--- config.mk ---
export PLATFORM = sky130hd
export DESIGN_NAME = apb_initiator_flat
export DESIGN_NICKNAME = d
export VERILOG_FILES = /design/src/rtl/apb_initiator_pkg.sv /design/src/rtl/apb_if.sv /design/src/rtl/apb_initiator_wdog.sv /design/src/rtl/apb_initiator.sv /design/src/flat_wrapper.sv
export SDC_FILE = /design/constraint.sdc
export NUM_CORES = 1
export LEC_CHECK = 0
export BUFFER_PORTS_ARGS = -buffer_cell sky130_fd_sc_hd__buf_2
export CAP_MARGIN = 30
export CORE_MARGIN = 10
export CORE_UTILIZATION = 30
export CTS_BUF_LIST = sky130_fd_sc_hd__clkbuf_8
export CTS_CLUSTER_DIAMETER = 80
export DETAILED_ROUTE_END_ITERATION = 7
export PLACE_DENSITY = 0.58
export SYNTH_ARGS = -nofsm -noshare
export SYNTH_HDL_FRONTEND = slang
export SYNTH_HIERARCHICAL = 1
export SYNTH_SLANG_ARGS = --single-unit
--- constraint.sdc ---
create_clock -name clk -period 2.3 [get_ports clk]
set_input_delay 0.115 -clock clk [delete_from_list [all_inputs] [get_ports clk]]
set_output_delay 0.115 -clock clk [all_outputs]
set_load 0.05 [all_outputs]
--- src/rtl/apb_initiator_pkg.sv ---
// Shared types and constants for the APB initiator and its watchdog.
package apb_initiator_pkg;

  // Byte address and data word carried on the APB bus.
  typedef logic [31:0] apbAddrSt;
  typedef logic [31:0] apbDataSt;

  // Transfer sequencing: idle, APB SETUP phase, APB ACCESS phase, response held.
  typedef enum logic [1:0] {
    IDLE   = 2'd0,
    SETUP  = 2'd1,
    ACCESS = 2'd2,
    RESP   = 2'd3
  } apbInitStateT;

  // Request as captured at acceptance.
  typedef struct packed {
    logic     write;
    apbAddrSt addr;
    apbDataSt wdata;
  } apbInitReqSt;

  // Response as presented on the response channel.
  typedef struct packed {
    apbDataSt rdata;
    logic     err;
  } apbInitRspSt;

  // Read data returned when a transfer is abandoned by the watchdog.
  localparam apbDataSt APB_INIT_TIMEOUT_DATA = 32'hDEAD_DEAD;

  // Only word-aligned addresses are put on the bus.
  function automatic logic apb_init_aligned(input apbAddrSt addr);
    return addr[1:0] == 2'b00;
  endfunction

endpackage

--- src/rtl/apb_if.sv ---
// APB bus bundle between the initiator (src) and the register responders (dst).
interface apb_if;
  import apb_initiator_pkg::*;

  apbAddrSt paddr;
  apbDataSt pwdata;
  logic     pwrite;
  logic     psel;
  logic     penable;
  apbDataSt prdata;
  logic     pready;
  logic     pslverr;

  modport src (
    output paddr, pwdata, pwrite, psel, penable,
    input  prdata, pready, pslverr
  );

  modport dst (
    input  paddr, pwdata, pwrite, psel, penable,
    output prdata, pready, pslverr
  );
endinterface

--- src/rtl/apb_initiator_wdog.sv ---
// ACCESS-phase watchdog: counts ACCESS cycles without pready and flags expiry
// on the cycle where the count reaches TIMEOUT-1 with pready still low.
// Only instantiated when APB_INITIATOR_TIMEOUT_EN is defined.
module apb_initiator_wdog #(
  parameter int TIMEOUT = 16
) (
  input  logic clk_i,
  input  logic rst_n_i,
  input  logic start_i,   // high in SETUP: counter clears on entry to ACCESS
  input  logic active_i,  // high in ACCESS
  input  logic pready_i,
  output logic expired_o
);

  localparam logic [7:0] LAST = 8'(TIMEOUT - 1);

  logic [7:0] cnt_q;
  logic [7:0] cnt_d;

  // Next count: clear before ACCESS, advance on every stalled ACCESS cycle.
  always_comb begin
    cnt_d = cnt_q;
    if (start_i) begin
      cnt_d = 8'd0;
    end else if (active_i && !pready_i) begin
      cnt_d = cnt_q + 8'd1;
    end
  end

  // Count register.
  always_ff @(posedge clk_i or negedge rst_n_i) begin
    if (!rst_n_i) begin
      cnt_q <= 8'd0;
    end else begin
      cnt_q <= cnt_d;
    end
  end

  // pready in the same cycle takes precedence, so expiry requires it low.
  assign expired_o = active_i && !pready_i && (cnt_q == LAST);

endmodule

--- src/rtl/apb_initiator.sv ---
// APB initiator: turns one valid/ready register request into one APB transfer
// (SETUP then ACCESS) and returns read data / error on a valid/ready response.
// Misaligned requests are answered with an error without touching the bus.
// Optional ACCESS timeout: define APB_INITIATOR_TIMEOUT_EN.
//
// Handshakes: a request transfers on a cycle where req_valid && req_ready;
// a response transfers on a cycle where rsp_valid && rsp_ready. rsp_valid,
// rsp_rdata and rsp_err stay stable from assertion until that transfer.
module apb_initiator
  import apb_initiator_pkg::*;
#(
  parameter int TIMEOUT = 16
) (
  input  logic         clk,
  input  logic         rst_n,
  apb_if.src           apbReg,
  input  logic         req_valid,
  output logic         req_ready,
  input  logic         req_write,
  input  logic [31:0]  req_addr,
  input  logic [31:0]  req_wdata,
  output logic         rsp_valid,
  input  logic         rsp_ready,
  output logic [31:0]  rsp_rdata,
  output logic         rsp_err,
  output apbInitStateT dbg_state_o
);

  apbInitStateT state_q, state_d;
  apbInitReqSt  req_q, req_d;
  apbInitRspSt  rsp_q, rsp_d;
  logic         live_q;   // low only in the first cycle after reset, keeps req_ready at 0 in reset
  logic         expired;

`ifdef APB_INITIATOR_TIMEOUT_EN
  apb_initiator_wdog #(
    .TIMEOUT (TIMEOUT)
  ) u_wdog (
    .clk_i     (clk),
    .rst_n_i   (rst_n),
    .start_i   (state_q == SETUP),
    .active_i  (state_q == ACCESS),
    .pready_i  (apbReg.pready),
    .expired_o (expired)
  );
`else
  // Without the watchdog ACCESS waits for pready indefinitely; TIMEOUT has no effect.
  logic unused_timeout;
  assign unused_timeout = (TIMEOUT > 0);
  assign expired        = 1'b0;
`endif

  // Next-state, capture and response logic.
  always_comb begin
    state_d   = state_q;
    req_d     = req_q;
    rsp_d     = rsp_q;
    req_ready = 1'b0;
    case (state_q)
      IDLE: begin
        req_ready = live_q;
        if (req_valid && live_q) begin
          req_d.write = req_write;
          req_d.addr  = req_addr;
          req_d.wdata = req_wdata;
          if (!apb_init_aligned(req_addr)) begin
            rsp_d.rdata = '0;
            rsp_d.err   = 1'b1;
            state_d     = RESP;
          end else begin
            state_d = SETUP;
          end
        end
      end
      SETUP: begin
        state_d = ACCESS;
      end
      ACCESS: begin
        if (apbReg.pready) begin
          rsp_d.rdata = req_q.write ? '0 : apbReg.prdata;
          rsp_d.err   = apbReg.pslverr;
          state_d     = RESP;
        end else if (expired) begin
          rsp_d.rdata = APB_INIT_TIMEOUT_DATA;
          rsp_d.err   = 1'b1;
          state_d     = RESP;
        end
      end
      RESP: begin
        if (rsp_ready) begin
          state_d = IDLE;
        end
      end
      default: begin
        state_d = IDLE;
      end
    endcase
  end

  // State, captured request and response registers.
  always_ff @(posedge clk or negedge rst_n) begin
    if (!rst_n) begin
      state_q <= IDLE;
      req_q   <= '0;
      rsp_q   <= '0;
      live_q  <= 1'b0;
    end else begin
      state_q <= state_d;
      req_q   <= req_d;
      rsp_q   <= rsp_d;
      live_q  <= 1'b1;
    end
  end

  // Bus strobes decode from state so an asynchronous reset drops them at once.
  assign apbReg.psel    = (state_q == SETUP) || (state_q == ACCESS);
  assign apbReg.penable = (state_q == ACCESS);
  assign apbReg.paddr   = req_q.addr;
  assign apbReg.pwdata  = req_q.wdata;
  assign apbReg.pwrite  = req_q.write;

  assign rsp_valid   = (state_q == RESP);
  assign rsp_rdata   = rsp_q.rdata;
  assign rsp_err     = rsp_q.err;
  assign dbg_state_o = state_q;

endmodule

--- src/flat_wrapper.sv ---
// flat-port wrapper written by rule: the top's interface ports become plain ports
module apb_initiator_flat import apb_initiator_pkg::*;
#(
  parameter int TIMEOUT = 16
)
  (clk, rst_n, req_valid, req_ready, req_write, req_addr, req_wdata, rsp_valid, rsp_ready, rsp_rdata, rsp_err, dbg_state_o, apbReg_paddr, apbReg_pwdata, apbReg_pwrite, apbReg_psel, apbReg_penable, apbReg_prdata, apbReg_pready, apbReg_pslverr);
  apb_if apbReg_i ();
  input  logic clk;
  input  logic rst_n;
  input  logic req_valid;
  output logic req_ready;
  input  logic req_write;
  input  logic [31:0] req_addr;
  input  logic [31:0] req_wdata;
  output logic rsp_valid;
  input  logic rsp_ready;
  output logic [31:0] rsp_rdata;
  output logic rsp_err;
  output apbInitStateT dbg_state_o;
  output wire logic [$bits(apbReg_i.paddr)-1:0] apbReg_paddr;
  output wire logic [$bits(apbReg_i.pwdata)-1:0] apbReg_pwdata;
  output wire logic [$bits(apbReg_i.pwrite)-1:0] apbReg_pwrite;
  output wire logic [$bits(apbReg_i.psel)-1:0] apbReg_psel;
  output wire logic [$bits(apbReg_i.penable)-1:0] apbReg_penable;
  input wire logic [$bits(apbReg_i.prdata)-1:0] apbReg_prdata;
  input wire logic [$bits(apbReg_i.pready)-1:0] apbReg_pready;
  input wire logic [$bits(apbReg_i.pslverr)-1:0] apbReg_pslverr;
  assign apbReg_paddr = apbReg_i.paddr;
  assign apbReg_pwdata = apbReg_i.pwdata;
  assign apbReg_pwrite = apbReg_i.pwrite;
  assign apbReg_psel = apbReg_i.psel;
  assign apbReg_penable = apbReg_i.penable;
  assign apbReg_i.prdata = apbReg_prdata;
  assign apbReg_i.pready = apbReg_pready;
  assign apbReg_i.pslverr = apbReg_pslverr;
  apb_initiator #(.TIMEOUT(TIMEOUT)) u_core (.clk(clk), .rst_n(rst_n), .apbReg(apbReg_i), .req_valid(req_valid), .req_ready(req_ready), .req_write(req_write), .req_addr(req_addr), .req_wdata(req_wdata), .rsp_valid(rsp_valid), .rsp_ready(rsp_ready), .rsp_rdata(rsp_rdata), .rsp_err(rsp_err), .dbg_state_o(dbg_state_o));
endmodule
==> out/metrics.cfg, run 1 <==
[sta]
fmax_mhz = 525
slew_viol_final = 0
hold_violations = 0
worst_slew_pin_slew_ns = 0.674
finalCriticalPeriod_ns = 1.91
clock_skew_ns = 0.00683
rsz0062_at_grt = false
setup_violations = 0
setup_ws_ns = 0.394
setup_tns_ns = 0
timing.final.crit_share_pct = 82.9
slew_headroom_pct = 55.1
hold_ws_ns = 0.206

[global_routing]
grt_max_degree = 52
grt_pass1_vias = 3647
grt-ovfl-total = 0
grt_pass1_wl_mm = 19.3
grtUsageMet2_pct = 23.0
grt_util_met3_pct = 6.24
grt_antenna_before_repair = 0
groute.usage.overall_pct = 13.5
grt.busiest_layer = met2
met1_usage_pct = 14.6

[clock_tree]
cts.clk_slew.worst_paths_ns = 0.09
cts-hold-fix-buffers = 99
numCtsBuffers = 9
htreeDepth = 3
postCtsSetupBuffers = 0
clk_latency_ns = 0.37
clock_sinks = 101
cts.path.max_buffers = 2
cts-root-buf = clkbuf_8
cts_tree = built
cts_resized = 0

[critical_path]
cp_max_fo = 31
start_kind = flip-flop
crit_type = reg -> reg
arrival_ns = 2.16
path_cells = inv_1, ha_1, a21boi_1, nor4b_4, buf_4, a22o_1
cp-end-kind = flip-flop
path_buf_inv = 2
cp_top_family = compound AO/OA/AOI/OAI gates
cpPeakStageDelay_ns = 0.42
critical_path_required_ns = 2.55
crit_slowest_cell = dfrtp_2

[finish]
post-route-cell-area_sq_mm = 0.00627
diodes = 0
utilization_pct = 49.9
area_growth_pct = 63.2
final_cells = 722
drive_gt1_share_pct = 53.6
nNetsFinal = 651
mostFrequentLayoutCells = buf_2, dfrtp_1, dlygate4sd3_1, mux2_2, a22o_1
layout_commonest_cell = buf_2

[synth]
syn_inst = 236
synth-seq-cells = 101
synth_ff_type = dfrtp_1
synth_edf_count = 0
ys.warnings.count = 6
synth_area_sq_mm = 0.00384
synth_fp_nets = 342
ys_seq_area_share_pct = 65.8
synth_area_per_cell_sq_um = 16.3
ys_types = 23
async_reset_ff_share_pct = 100

[floorplanning]
die_y_microns = 133
pin_count = 207
initial_core_util_pct = 30.6
coreArea_sq_mm = 0.0126
fp.dieW_microns = 133
die_area_sq_mm = 0.0177
rows = 41

[route]
wl_mm = 12.1
routedWlPerCell_microns = 16.7
vias = 3176
vias_per_cell = 4.40
drt_first_pass_iters = 4
antenna_left = 0
drc_errors = 0
drt_iter0_drc = 103

[place]
place_hpwl_mm = 8.40
place_area_sq_mm = 0.00507
gp_congestion = 0.739
io_buffers = 206
post-place-ws_ns = 0.409
dp.cells = 607

[job]
drv_cap = 0

[power]
ir_drop_mv = 1.29
powerDensity_mw_per_mm2 = 1560
p_leak_nw = 3.19
power_mw = 9.78

[min_path]
min_path_type = in -> reg

[outcome]
status = complete, no violations

==> cells in the mapped netlist, drive strengths merged (2+ instances only) <==
| library cell | count | area, sq um |
|---|---|---|
| dfrtp | 101 | 2530 |
| mux2i | 2 | 20.0 |
| mux2 | 65 | 732 |
| inv | 4 | 15.0 |
| ha | 3 | 37.5 |
| nor3 | 2 | 10.0 |
| buf | 13 | 103 |
| nor2b | 2 | 12.5 |
| a22o | 31 | 272 |
==> path summary, 6_finish.rpt <==
check	cells past startpoint	slack [ns]	startpoint	endpoint
max in group asynchronous	3	1.28	rst_n	u_core/rsp_rdata[2]$_DFFE_PN0P_
setup reg to reg	6	0.39	u_core/dbg_state_o[0]$_DFFE_PN0P_	u_core/rsp_rdata[10]$_DFFE_PN0P_
min in group asynchronous	2	0.32	rst_n	u_core/apbReg.paddr[28]$_DFFE_PN0P_
hold / removal	4	0.21	rsp_ready	u_core/dbg_state_o[1]$_DFFE_PN0P_
setup / recovery	6	0.39	u_core/dbg_state_o[0]$_DFFE_PN0P_	u_core/rsp_rdata[10]$_DFFE_PN0P_
hold reg to reg	1	0.50	u_core/rsp_rdata[30]$_DFFE_PN0P_	u_core/rsp_rdata[30]$_DFFE_PN0P_
==> worst register-to-register path, stage by stage (launching register included) <==
cell	delay, ns
dfrtp_2	0.42
inv_1	0.10
ha_1	0.31
a21boi_1	0.38
nor4b_4	0.08
buf_4	0.25
a22o_1	0.25
==> state kept, by name, summed over array words and instances (netlist names) <==
| register | count |
|---|---|
| u_core/apbReg.paddr | 32 |
| u_core/dbg_state_o | 2 |
| u_core/rsp_err | 1 |
| u_core/rsp_rdata | 32 |
| u_core/apbReg.pwrite | 1 |
| u_core/apbReg.pwdata | 32 |
| u_core/live_q | 1 |
==> per-layer routing <==
metal  vias to the layer above  wire length [microns]
li1                       1470                      -
met3                        17                   1030
met2                       129                   6050
met5                         -                      0
met4                         0                    209
met1                      1560                   4800
==> logic make-up after synthesis <==
| logic type | count (synthesis) | synth area share [%] |
|---|---|---|
| flops | 101 | 65.8 |
| mux | 67 | 19.6 |
| compound gates | 37 | 8.37 |
| buf+inv | 17 | 3.06 |
| simple gates | 10 | 2.12 |
| fa+ha+maj | 3 | 0.977 |
| other cells | 1 | 0.0976 |
==> power breakdown <==
group | internal (mW) | switching, mW
Clock | 0.600 | 0.589
Combinational | 1.57 | 4.08
Sequential | 2.56 | 0.384
==> area by class of cell <==
cell class / count / area, sq um
Clock inverter: 7 / 82.6
Timing Repair Buffer: 311 / 2090
Tap cell: 172 / 215
Clock buffer: 9 / 124
Fill cell: 1081 / 6300
Multi-Input combinational cell: 118 / 1210
Sequential cell: 101 / 2530
Inverter: 4 / 15.0
Note: power is estimated with default switching activity, not from simulation.
==> run 2: changes to the inputs <==
Settings changed: ABC_AREA set to 1, PLACE_DENSITY 0.58 to 0.59.
Clock period 2.3 ns to 1.7 ns, I/O delays scaled along.
==> run 2 against run 1 <==
  * Register-to-register slack lost 0.24 ns
  * Hold slack lost 0.18 ns
  * Sequential cell count is the same
  * Largest cell class unchanged
  * Critical endpoint is now req_ready
  * Clock-buffer cell count is the same
  * Cell area grew 4.5%
  * Final cell count grew 36%
  * Largest power group unchanged
==> out/metrics.cfg, run 2 <==
[global_routing]
grt-ovfl-total = 0
grt_pass1_vias = 4579
grt_max_degree = 102
grt_antenna_before_repair = 0
groute.usage.overall_pct = 14.7
grt_pass1_wl_mm = 23.7

[critical_path]
r2r-start = u_core/dbg_state_o[0]$_DFFE_PN0P_
crit_type = reg -> out
cp-end-kind = output pin
start_kind = flip-flop
arrival_ns = 1.49
critical_path_required_ns = 1.62
cp_max_fo = 10
crit_start = u_core/dbg_state_o[0]$_DFFE_PN0P_

[route]
drt_iter0_drc = 161
drc_errors = 0
vias_per_cell = 4.43
wl_met3_mm = 1.70
antenna_left = 0
drt_first_pass_iters = 5
wl_met2_mm = 6.82
vias = 4362
top_layer_used = met4
wl_met1_mm = 6.02
wl_mm = 14.8
routedWlPerCell_microns = 15.0

[finish]
final_cells = 984
mostFrequentLayoutCells = nand2_1, buf_2, dfrtp_1, nand3_1, dlygate4sd3_1
layout_commonest_cell = nand2_1
utilization_pct = 46.6
area_growth_pct = 50.9
diodes = 0
nNetsFinal = 905
drive_gt1_share_pct = 31.1

[job]
drv_cap = 0

[clock_tree]
numCtsBuffers = 9
clk_latency_ns = 0.38
htreeDepth = 3
clock_sinks = 101
cts.clk_slew.worst_paths_ns = 0.10
cts.path.max_buffers = 2
cts_tree = built
cts-root-buf = clkbuf_8

[floorplanning]
pin_count = 207
die_y_microns = 140
fp.dieW_microns = 140
rows = 43
die_area_sq_mm = 0.0197
coreArea_sq_mm = 0.0140
initial_core_util_pct = 30.9

[synth]
synth_common_cells = nand2_1, dfrtp_1, nand3_1, inv_1, nor2_1
synth_ff_type = dfrtp_1
yosysMostFrequentCell = nand2_1
synth_area_sq_mm = 0.00434
synth_top_area_cell = dfrtp_1
synth_area_per_cell_sq_um = 8.22
async_reset_ff_share_pct = 100
syn_inst = 528
ys_seq_area_share_pct = 58.2
ys.warnings.count = 6
synth-seq-cells = 101
ys_types = 17
synth_fp_nets = 634
synth_area_leaders = dfrtp_1, nand2_1, nand3_1
synth_top_cell_area_share_pct = 58.2
synth_edf_count = 0

[min_path]
min-delay-start = apbReg_prdata[9]
min_path_type = in -> reg

[place]
dp.cells = 894
place_hpwl_mm = 9.89
gp_congestion = 0.751
io_buffers = 206

[sta]
finalCriticalPeriod_ns = 1.57
fmax_mhz = 635
worst_slew_pin_slew_ns = 0.631
timing.final.crit_share_pct = 92.6
hold_violations = 0
slew_viol_final = 0
setup_violations = 0
clock_skew_ns = 0.0117
setup_tns_ns = 0
rsz0062_at_grt = false
slew_headroom_pct = 57.9

[power]
powerDensity_mw_per_mm2 = 2050
ir_drop_mv = 1.07
p_leak_nw = 3.86

[outcome]
status = complete, no violations

[run 2: cell types whose count changed in the layout (fill, tap and decap cells not counted), sizes merged, moves of 28 or more]
cell	change
nand3	+96
nand2	+213
dlygate4sd3	-28
a22o	-31
mux2	-65
inv	+38
nor2	+34
[run 2: worst paths after layout]
path	end	slack [ns]	depth (start not counted)
setup / recovery	req_ready	0.13	6
hold / removal	u_core/rsp_rdata[9]$_DFFE_PN0P_	0.03	5
setup reg to reg	u_core/apbReg.paddr[30]$_DFFE_PN0P_	0.15	9
hold reg to reg	u_core/apbReg.pwdata[21]$_DFFE_PN0P_	0.47	2
max in group asynchronous	u_core/dbg_state_o[1]$_DFFE_PN0P_	0.87	3
min in group asynchronous	u_core/rsp_rdata[6]$_DFFE_PN0P_	0.26	3
[run 2: area by class of cell]
type                       count  area, sq um
fill                        1380         7490
sequential                   101         2530
timing repair buffer         293         1940
multi-input combinational    353         1520
tap                          180          225
inverter                      41          154
clock buffer                   9          124
clock inverter                 7         58.8
[run 2: layer usage]
metal | track usage (%) | up-vias
met3 | 6.22 | 19
met5 | 0 | -
li1 | - | 2161
met1 | 17.3 | 1994
met2 | 23.3 | 188
met4 | 5.27 | 0
[run 2: metrics by stage]
stage / setup WS (ns) / total power, mW / area [sq um] / hold slack (ns)
2_1_floorplan: 0.0742 / 9.68 / 4360 / -0.211
3_3_place_gp: 0.199 / 11.8 / 5610 / 0.197
3_5_place_dp: 0.156 / 11.8 / 5610 / 0.203
4_1_cts: 0.0411 / 13.5 / 6520 / 0.00178
5_1_grt: 0.0267 / 14.3 / 6550 / 0.0374
6_report: 0.125 / 13.4 / 6550 / 0.0270
[run 2: logic make-up (layout without fill, tap and decap cells)]
kind of cell / Yosys count / in the layout / share of synthesized area, %
and+or+nand+nor: 346 / 346 / 32.9
DFF: 101 / 101 / 58.2
buffers and inverters: 74 / 350 / 7.52
adders and majority gates: 3 / 3 / 0.865
AOI/OAI and AO/OA: 3 / 3 / 0.403
other: 1 / 1 / 0.0864
[run 2: power by group]
group | switching, mW | internal (mW) | leakage [nW]
Sequential | 0.568 | 3.41 | 1.30
Clock | 0.919 | 0.557 | 0.0921
Combinational | 6.10 | 1.86 | 2.48
[run 2: timing repair]
action / 4_1_cts / 5_1_grt
setup buffers: 1 / 2
hold endpoints to repair: 171 / 0
hold buffers: 71 / 0
endpoints found under the setup margin: 1 / 1
gates resized for setup: 5 / 2
[run 2: critical path, cell delays in order, from the launching register on]
cell	delay (ns)
dfrtp_2	0.44
inv_2	0.11
ha_4	0.16
nand2_1	0.06
inv_2	0.06
buf_6	0.14
buf_8	0.15
==> run 3: changes to the inputs <==
==> constraint.sdc (replaced) <==
create_clock -name clk -period 1.7 [get_ports clk]
set_input_delay 0.34 -clock clk [delete_from_list [all_inputs] [get_ports clk]]
set_output_delay 0.34 -clock clk [all_outputs]
set_load 0.05 [all_outputs]
==> run 3 against run 2 <==
  * Final cell count is 7.1% lower
  * Sequential cell count stayed put
  * Worst setup slack worse by 0.088 ns
  * Routed wire length is 6.4% lower
  * Critical path depth is 1 lower
  * Power is 2.7% higher
  * Clock skew is 0.0031 ns lower
  * Sequential share of layout area is 3.7 points higher
==> out/metrics.cfg, run 3 (same netlist as run 2, synthesis figures left out) <==
[clock_tree]
cts-root-buf = clkbuf_8
clk_latency_ns = 0.37
cts.clk_slew.worst_paths_ns = 0.10
clock_sinks = 101
numCtsBuffers = 9
cts.path.max_buffers = 2
cts_tree = built
htreeDepth = 3

[sta]
clock_skew_ns = 0.00860
setup_ws_ns = 0.0372
hold_violations = 0
fmax_mhz = 601
slew_viol_final = 0
finalCriticalPeriod_ns = 1.66
rsz0062_at_grt = true
timing.final.crit_share_pct = 97.8
setup_violations = 0

[critical_path]
path_cells = inv_4, ha_4, nand2_2, inv_2, buf_8
start_kind = flip-flop
path_buf_inv = 3
cp.depth = 5
arrival_ns = 1.32
crit_slowest_cell = dfrtp_2
critical_path_required_ns = 1.36
reg2reg_depth = 9
cp_max_fo = 4
cp-end-kind = output pin
cp_top_family = flip-flops
cpPeakStageDelay_ns = 0.45
crit_type = reg -> out

[route]
wl_mm = 13.9
vias_per_cell = 4.40
drt_first_pass_iters = 6
routedWlPerCell_microns = 15.2
drt_iter0_drc = 149
drc_errors = 0
antenna_left = 0
vias = 4025

[global_routing]
grt-ovfl-total = 0
grt_max_degree = 64
grt_pass1_vias = 4302
grt_pass1_wl_mm = 22.3
grt_antenna_before_repair = 1
groute.usage.overall_pct = 13.8

[place]
io_buffers = 206
post-place-ws_ns = 0.0858
gp_congestion = 0.783
place_hpwl_mm = 10.1

[finish]
utilization_pct = 42.5
drive_gt1_share_pct = 34.2
diodes = 0
mostFrequentLayoutCells = nand2_1, buf_2, dfrtp_1, nand3_1, inv_1
multi_input_area_sq_mm = 0.00152
nNetsFinal = 836
area_growth_pct = 37.5
fillerInstances = 1461
layout_commonest_cell = nand2_1
register_area_sq_mm = 0.00253

[floorplanning]
rows = 43
coreArea_sq_mm = 0.0140
pin_count = 207
fp.dieW_microns = 140
die_area_sq_mm = 0.0197
die_y_microns = 140
initial_core_util_pct = 30.9

[outcome]
status = complete, no violations

[min_path]
holdPathStages = 3
min_path_type = in -> reg

[power]
p_leak_nw = 3.63
power_mw = 13.8
powerDensity_mw_per_mm2 = 2310
ir_drop_mv = 1.08

[job]
drv_cap = 0

-- run 3: worst paths after layout --
kind	endpoint	startpoint	slack (ns)
min in group asynchronous	u_core/rsp_rdata[6]$_DFFE_PN0P_	rst_n	0.40
hold / removal	u_core/apbReg.paddr[12]$_DFFE_PN0P_	req_addr[12]	0.19
hold reg to reg	u_core/apbReg.paddr[5]$_DFFE_PN0P_	u_core/apbReg.paddr[5]$_DFFE_PN0P_	0.47
max in group asynchronous	u_core/dbg_state_o[1]$_DFFE_PN0P_	rst_n	0.74
setup / recovery	req_ready	u_core/dbg_state_o[0]$_DFFE_PN0P_	0.04
setup reg to reg	u_core/apbReg.pwdata[13]$_DFFE_PN0P_	u_core/dbg_state_o[0]$_DFFE_PN0P_	0.15
-- run 3: worst min-delay path: stages --
cell and delay [ns]:
buf_2 0.07, nand3_1 0.06, nand2_1 0.06
-- run 3: metrics by stage --
step                hold WS, ns  TNS [ns]  std cells  cell area [sq um]
finish                    0.189         0        914               5970
CTS                       0.163         0        912               5950
global placement          0.263         0        895               5650
detailed placement        0.265         0        895               5650
global route              0.183   -0.0271        914               5970
floorplan                0.0444         0        528               4360
-- run 3: what timing repair did --
action	in CTS	in global routing
setup endpoints to repair	4	2
gates resized for setup	10	2
buffers inserted	1	2
hold buffers	1	0
hold endpoints to repair	19	0
pin swaps	1	1
-- run 3: report_power, final --
| group | switching (mW) | leakage (nW) | total (mW) | internal [mW] |
|---|---|---|---|---|
| Clock | 0.822 | 0.125 | 1.87 | 1.05 |
| Sequential | 0.550 | 1.30 | 3.96 | 3.42 |
| Combinational | 6.09 | 2.21 | 7.95 | 1.85 |
| Total | 7.46 | 3.63 | 13.8 | 6.32 |
-- run 3: metal layers --
| metal | GRT usage (%) | wire length, microns |
|---|---|---|
| met4 | 4.62 | 159 |
| met5 | 0 | 0 |
| met2 | 21.2 | 6180 |
| met1 | 16.6 | 5910 |
| met3 | 6.52 | 1610 |
-- run 3: final cells by class --
| type | instances | area share, % |
|---|---|---|
| clock buffers | 11 | 2.54 |
| clock inverters | 4 | 1.59 |
| inverters | 41 | 2.62 |
| multi-input cells | 353 | 25.4 |
| flip-flops and latches | 101 | 42.4 |
| well taps | 180 | 3.77 |
| repair buffers | 224 | 21.7 |
